File: src/rtl/cpu_step_sequencer.sv
// Single-step sequencer for the 6502 debugger: turns step/run commands into o_cpu_step
// pulses (one outstanding at a time) and reports why the run stopped.
module cpu_step_sequencer #(
  parameter int unsigned COUNT_WIDTH    = 16,
  parameter int unsigned TIMEOUT_CYCLES = 255
) (
  input  logic                   i_clk,
  input  logic                   i_reset,
  input  logic                   i_cmd_valid,
  input  logic [1:0]             i_cmd,
  input  logic [COUNT_WIDTH-1:0] i_cmd_count,
  output logic                   o_cmd_ready,
  input  logic                   i_halt,
  input  logic                   i_bp_en,
  input  logic [15:0]            i_bp_address,
  output logic                   o_cpu_step,
  input  logic                   i_cpu_step_completed,
  input  logic [15:0]            i_cpu_address,
  input  logic                   i_cpu_sync,
  output logic                   o_busy,
  output logic                   o_done,
  output logic [2:0]             o_status,
  output logic [COUNT_WIDTH-1:0] o_steps
);

  localparam int unsigned CW = COUNT_WIDTH;
  localparam int unsigned TW = (TIMEOUT_CYCLES > 1) ? $clog2(TIMEOUT_CYCLES) : 1;
  localparam logic [TW-1:0] TMO_LAST = TW'(TIMEOUT_CYCLES - 1);

  localparam logic [1:0] CMD_STEP      = 2'd0;
  localparam logic [1:0] CMD_RUN_N     = 2'd1;
  localparam logic [1:0] CMD_RUN_TO_BP = 2'd2;

  localparam logic [2:0] ST_NONE    = 3'd0;
  localparam logic [2:0] ST_COUNT   = 3'd1;
  localparam logic [2:0] ST_BP      = 3'd2;
  localparam logic [2:0] ST_HALTED  = 3'd3;
  localparam logic [2:0] ST_TIMEOUT = 3'd4;

  typedef enum logic [1:0] {S_IDLE, S_ISSUE, S_WAIT, S_CHECK} state_e;

  state_e          state_q, state_d;
  logic            run_to_bp_q, run_to_bp_d;
  logic [CW-1:0]   count_q, count_d;
  logic [CW-1:0]   steps_q, steps_d;
  logic [2:0]      status_q, status_d;
  logic            halt_q, halt_d;
  logic [TW-1:0]   tmo_q, tmo_d;
  logic            step_q, step_d;
  logic            busy_q, busy_d;
  logic            ready_q, ready_d;
  logic            done_q, done_d;
  logic            bp_hit_c;
  logic            count_hit_c;

  assign bp_hit_c    = run_to_bp_q && i_bp_en && i_cpu_sync && (i_cpu_address == i_bp_address);
  assign count_hit_c = (count_q != '0) && (steps_q == count_q);

  always_ff @(posedge i_clk) begin
    if (i_reset) begin
      state_q     <= S_IDLE;
      run_to_bp_q <= 1'b0;
      count_q     <= '0;
      steps_q     <= '0;
      status_q    <= ST_NONE;
      halt_q      <= 1'b0;
      tmo_q       <= '0;
      step_q      <= 1'b0;
      busy_q      <= 1'b0;
      ready_q     <= 1'b1;
      done_q      <= 1'b0;
    end else begin
      state_q     <= state_d;
      run_to_bp_q <= run_to_bp_d;
      count_q     <= count_d;
      steps_q     <= steps_d;
      status_q    <= status_d;
      halt_q      <= halt_d;
      tmo_q       <= tmo_d;
      step_q      <= step_d;
      busy_q      <= busy_d;
      ready_q     <= ready_d;
      done_q      <= done_d;
    end
  end

  // Next state; output flops follow the state being entered so they line up with it.
  always_comb begin
    state_d     = state_q;
    run_to_bp_d = run_to_bp_q;
    count_d     = count_q;
    steps_d     = steps_q;
    status_d    = status_q;
    halt_d      = halt_q;
    tmo_d       = tmo_q;
    done_d      = 1'b0;

    unique case (state_q)
      S_IDLE: begin
        if (i_cmd_valid && ready_q) begin
          steps_d     = '0;
          status_d    = ST_NONE;
          halt_d      = 1'b0;
          run_to_bp_d = (i_cmd == CMD_RUN_TO_BP);
          count_d     = (i_cmd == CMD_STEP) ? CW'(1) : i_cmd_count;
          unique case (i_cmd)
            CMD_STEP, CMD_RUN_TO_BP: state_d = S_ISSUE;
            CMD_RUN_N: begin
              if (i_cmd_count == '0) begin
                done_d   = 1'b1;
                status_d = ST_COUNT;
              end else begin
                state_d = S_ISSUE;
              end
            end
            default: done_d = 1'b1;
          endcase
        end
      end
      S_ISSUE: begin
        tmo_d   = '0;
        halt_d  = halt_q | i_halt;
        state_d = S_WAIT;
      end
      S_WAIT: begin
        halt_d = halt_q | i_halt;
        // A completion arriving on the last allowed cycle still counts.
        if (i_cpu_step_completed) begin
          if (!(&steps_q)) steps_d = steps_q + CW'(1);
          state_d = S_CHECK;
        end else if (tmo_q == TMO_LAST) begin
          state_d  = S_IDLE;
          status_d = ST_TIMEOUT;
          done_d   = 1'b1;
        end else begin
          tmo_d = tmo_q + TW'(1);
        end
      end
      S_CHECK: begin
        halt_d  = halt_q | i_halt;
        state_d = S_IDLE;
        done_d  = 1'b1;
        if (bp_hit_c) begin
          status_d = ST_BP;
        end else if (halt_d) begin
          status_d = ST_HALTED;
        end else if (count_hit_c || (&steps_q)) begin
          status_d = ST_COUNT;
        end else begin
          state_d = S_ISSUE;
          done_d  = 1'b0;
        end
      end
      default: state_d = S_IDLE;
    endcase

    step_d  = (state_d == S_ISSUE);
    busy_d  = (state_d != S_IDLE);
    ready_d = (state_d == S_IDLE);
  end

  assign o_cmd_ready = ready_q;
  assign o_cpu_step  = step_q;
  assign o_busy      = busy_q;
  assign o_done      = done_q;
  assign o_status    = status_q;
  assign o_steps     = steps_q;

endmodule
File: config.mk
export PLATFORM = sky130hd
export DESIGN_NAME = cpu_step_sequencer
export DESIGN_NICKNAME = d
export VERILOG_FILES = /design/src/rtl/cpu_step_sequencer.sv
export SDC_FILE = /design/constraint.sdc
export NUM_CORES = 1
export LEC_CHECK = 0
export ABC_AREA = 1
export CORE_UTILIZATION = 53
export CTS_BUF_LIST = sky130_fd_sc_hd__clkbuf_16
export CTS_CLUSTER_SIZE = 24
export DETAILED_ROUTE_END_ITERATION = 10
export PLACE_DENSITY = 0.86
export RECOVER_POWER = 25
export SETUP_SLACK_MARGIN = 0.05
export SLEW_MARGIN = 30
export SYNTH_ARGS = -nofsm -noshare
export SYNTH_HDL_FRONTEND = slang
export SYNTH_SLANG_ARGS = --single-unit
File: constraint.sdc
create_clock -name i_clk -period 4.35 [get_ports i_clk]
set_input_delay 0.87 -clock i_clk [delete_from_list [all_inputs] [get_ports i_clk]]
set_output_delay 0.87 -clock i_clk [all_outputs]
set_load 0.05 [all_outputs]
==> flow_summary_export.csv <==
group,metric,value,unit
outcome,status,"complete, but fails checks",
outcome,violations,"design-rule violations",
critical_path,worst-path-buf-inv,3,
floorplan,pin_count,80,
route,drt-initial-drc-count,166,
sta,timing.fmax,0.359,GHz
critical_path,cp_slowest_cell,"dlygate4sd3_1",
clock_network,holdBufCountCts,0,
synthesis,netlist_top_cells_count,"nand2_1 (132), inv_1 (67), nor2_1 (63)",
critical_path,max_stage_delay,1.01,ns
sta,fin_crit,2.79,ns
critical_path,critPathLaunchType,"input port",
critical_path,path_cells,"dlygate4sd3_1 -> clkinv_1 -> nand2_4 -> clkinv_4 -> o21ai_1 -> a21oi_1",
clock_network,cts_resized,0,
power_and_ir_drop,power.switching,0.721,mW
floorplan,die_width,77.4,um
synthesis,yosysMostFrequentCell,"nand2_1",
power_and_ir_drop,ir_worst_vdd,0.359,mV
grt,grt-busiest-layer,"met2",
critical_path,cp_top_family,"buffers and inverters",
route,wl_per_cell,11.9,um
clock_network,cts_buffers,5,
clock_network,clkLatencyLatePin,0.29,ns
grt,grt_pass1_vias,3061,
synthesis,synthXorXnorAreaFrac,4.65,%
synthesis,synth_edf_count,0,
grt,antenna_found_initial,0,
critical_path,worstPathArrival,2.96,ns
synthesis,synth_top_area_share,33.8,%
critical_path,r2r_cells,9,
grt,grt_max_degree,25,
synthesis,synthSimpleGateAreaFrac,36.0,%
synthesis,synthArstFlopShare,0,%
sta,finalSetupViolCount,0,
route,firstDrtPassIters,7,
layout,areaGrowthSynthToFinish,32.8,%
critical_path,required,4.52,ns
layout,instances_no_fill,626,
layout,diodes,0,
floorplan,start_util,54.8,%
floorplan,design.die.area,6000,um^2
synthesis,syn-instance-count,473,
synthesis,syn_avg_cell_area,6.38,um^2
power_and_ir_drop,power_density,439,nW/um^2
synthesis,netlist_area,3020,um^2
synthesis,synth_cell_types,37,
sta,relSlewSlack,50.5,%
critical_path,rrSetupSlack,1.99,ns
power_and_ir_drop,p_int,1.04,mW
sta,slew_violations,0,
route,drtAntennaViolNets,0,
synthesis,synth_fa_ha_area_share,2.90,%
synthesis,ys_ff_latch,51,
critical_path,worstReg2RegStart,"state_q[0]",
sta,finalSetupTns,0,ns
placement,post-dp-hpwl,5.91,mm
critical_path,crit_type,"in2reg",
power_and_ir_drop,sw_frac_of_total,41.0,%
placement,gp_congestion,0.935,
job,drv_cap,0,
grt,grt_pass1_wl,12.8,mm
layout,nets,617,
synthesis,ys.flop_type,"dfxtp_1",
floorplan,die_h,77.4,um
floorplan,num_rows,27,
sta,skew,0.00600,ns
clock_network,cts_tree,"done",
min_path,hold_path.class,"reg2reg",
critical_path,r2r_end,"o_done",
synthesis,synth_fp_nets,537,
clock_network,root_buffer,"clkbuf_16",
synthesis,yosys_warnings,0,
clock_network,clockBufferDepth,2,
sta,rsz0062_at_grt,"no",
power_and_ir_drop,p_seq_share,34.5,%
critical_path,cp-end-kind,"register",
clock_network,h-tree-depth,2,
route,drcViolationCount,2,
grt,use_met2,47.7,%
grt,use_met1,30.5,%
synthesis,synth_compound_area_share,12.1,%
power_and_ir_drop,pwr-share-comb,44.7,%
grt,overflow,0,
power_and_ir_drop,clockPowerShare,20.8,%
grt,grtUsageTotal,26.3,%
critical_path,crit_fanout,21,
min_path,whs_endpoint,"tmo_q[3]",
placement,place_inst,618,
sta,finalHoldViolations,0,
synthesis,yosysSeqAreaShare,33.8,%
synthesis,synth_top_family_by_area,"simple AND/OR/NAND/NOR gates",
grt,met3_usage,6.00,%
power_and_ir_drop,p_leak,1.75,nW
route,wl,7.44,mm
route,vias_per_cell,5.07,
placement,port_buffers,79,
synthesis,yosys-top-cells-area,"dfxtp_1 (34%), nand2_1 (16%), inv_1 (8.3%)",
clock_network,clkSinkCount,51,
min_path,holdPathStages,2,
floorplan,core,5510,um^2
sta,worst_pin_slew,0.740,ns
layout,fillers,470,
synthesis,synth_top_area_cell,"dfxtp_1",
clock_network,path_clk_slew,0.06,ns
route,via_count,3175,
synthesis,yosys-mux-area-fraction,0,%
sta,post-route-period-util,64.1,%
clock_network,post-cts-setup-buffer-count,0,
layout,drive_above_1_share,4.51,%
min_path,hold_path_startpoint,"tmo_q[3]",
## final cells by class
| class | instances | area (um^2) | share of cell area (%) |
|---|---|---|---|
| multi-input cells | 340 | 1680 | 41.9 |
| flip-flops and latches | 51 | 1020 | 25.5 |
| repair buffers | 80 | 795 | 19.8 |
| inverters | 75 | 287 | 7.15 |
| clock buffers | 5 | 125 | 3.12 |
| well taps | 72 | 90.1 | 2.25 |
| clock inverters | 3 | 11.3 | 0.281 |
## registers in the layout, indices dropped and copies added (netlist names)
name / count
count_q: 16
o_status: 3
o_cpu_step: 1
state_q: 2
o_done: 1
halt_q: 1
o_busy: 1
o_steps: 16
o_cmd_ready: 1
run_to_bp_q: 1
tmo_q: 8
## worst max-delay path by stage
stage / end / startpoint / cells after the start / slack (ns)
floorplan: o_steps[9] / o_steps[0] / 12 / 2.42
global placement: o_steps[9] / i_reset / 6 / 1.37
detailed placement: o_steps[9] / i_reset / 6 / 1.36
CTS: o_steps[9] / i_reset / 6 / 1.66
global route: o_steps[9] / i_reset / 6 / 1.41
finish: o_steps[9] / i_reset / 6 / 1.56
## power groups by stage
stage | logic [mW] | registers (mW) | clock network (mW)
after CTS | 0.795 | 0.607 | 0.372
final | 0.787 | 0.606 | 0.366
after floorplan | 0.465 | 0.715 | 0
after detailed placement | 0.786 | 0.617 | 0
after global routing | 0.885 | 0.616 | 0.394
after global placement | 0.764 | 0.615 | 0
## through the flow
step / utilization (%) / power (mW) / cell area (um^2) / setup slack, ns / hold slack (ns)
2_1_floorplan: - / 1.18 / 3020 / 2.42 / 0.451
3_3_place_gp: 70.4 / 1.38 / 3870 / 1.37 / 0.468
3_5_place_dp: 70.4 / 1.40 / 3870 / 1.36 / 0.487
4_1_cts: 72.8 / 1.77 / 4010 / 1.66 / 0.496
5_1_grt: 72.8 / 1.89 / 4010 / 1.41 / 0.525
6_report: 72.8 / 1.76 / 4010 / 1.56 / 0.497
## placed cells by master, fill, tap and decap left out, types with 4 or more instances in the layout
master | Yosys | routed
nand2_1 | 132 | 132
clkdlybuf4s50_1 | 0 | 73
inv_1 | 67 | 68
nor2_1 | 63 | 63
dfxtp_1 | 51 | 51
a21oi_1 | 34 | 34
nand3_1 | 19 | 19
xnor2_1 | 12 | 12
nor3_1 | 10 | 10
o21ai_0 | 9 | 9
nand4_1 | 8 | 8
a211oi_1 | 8 | 8
ha_1 | 7 | 7
dlygate4sd3_1 | 0 | 6
inv_2 | 5 | 5
o21ai_1 | 5 | 5
clkbuf_16 | 0 | 5
clkinv_1 | 2 | 4
xor2_1 | 4 | 4
## per-layer routing
metal	part of all wire (%)	vias up
li1	-	1661
met1	43	1415
met2	50	85
met3	4.6	14
met4	1.6	0
met5	0	-
## worst register-to-register path, cell delays in order, from the launching register on
cell,delay [ns]
dfxtp_1,0.33
inv_1,0.11
ha_1,0.22
inv_1,0.11
nor2_1,0.11
clkbuf_1,0.43
inv_1,0.46
o22ai_1,0.23
a21oi_1,0.07
nor3_1,0.18
## cells by family after synthesis
group | after synthesis
AND/OR/NAND/NOR | 252
flip-flops | 51
buffers and inverters | 82
adder cells (fa/ha/maj) | 7
AO/OA/AOI/OAI | 65
XOR/XNOR | 16
Note: power is estimated with default switching activity, not from simulation.
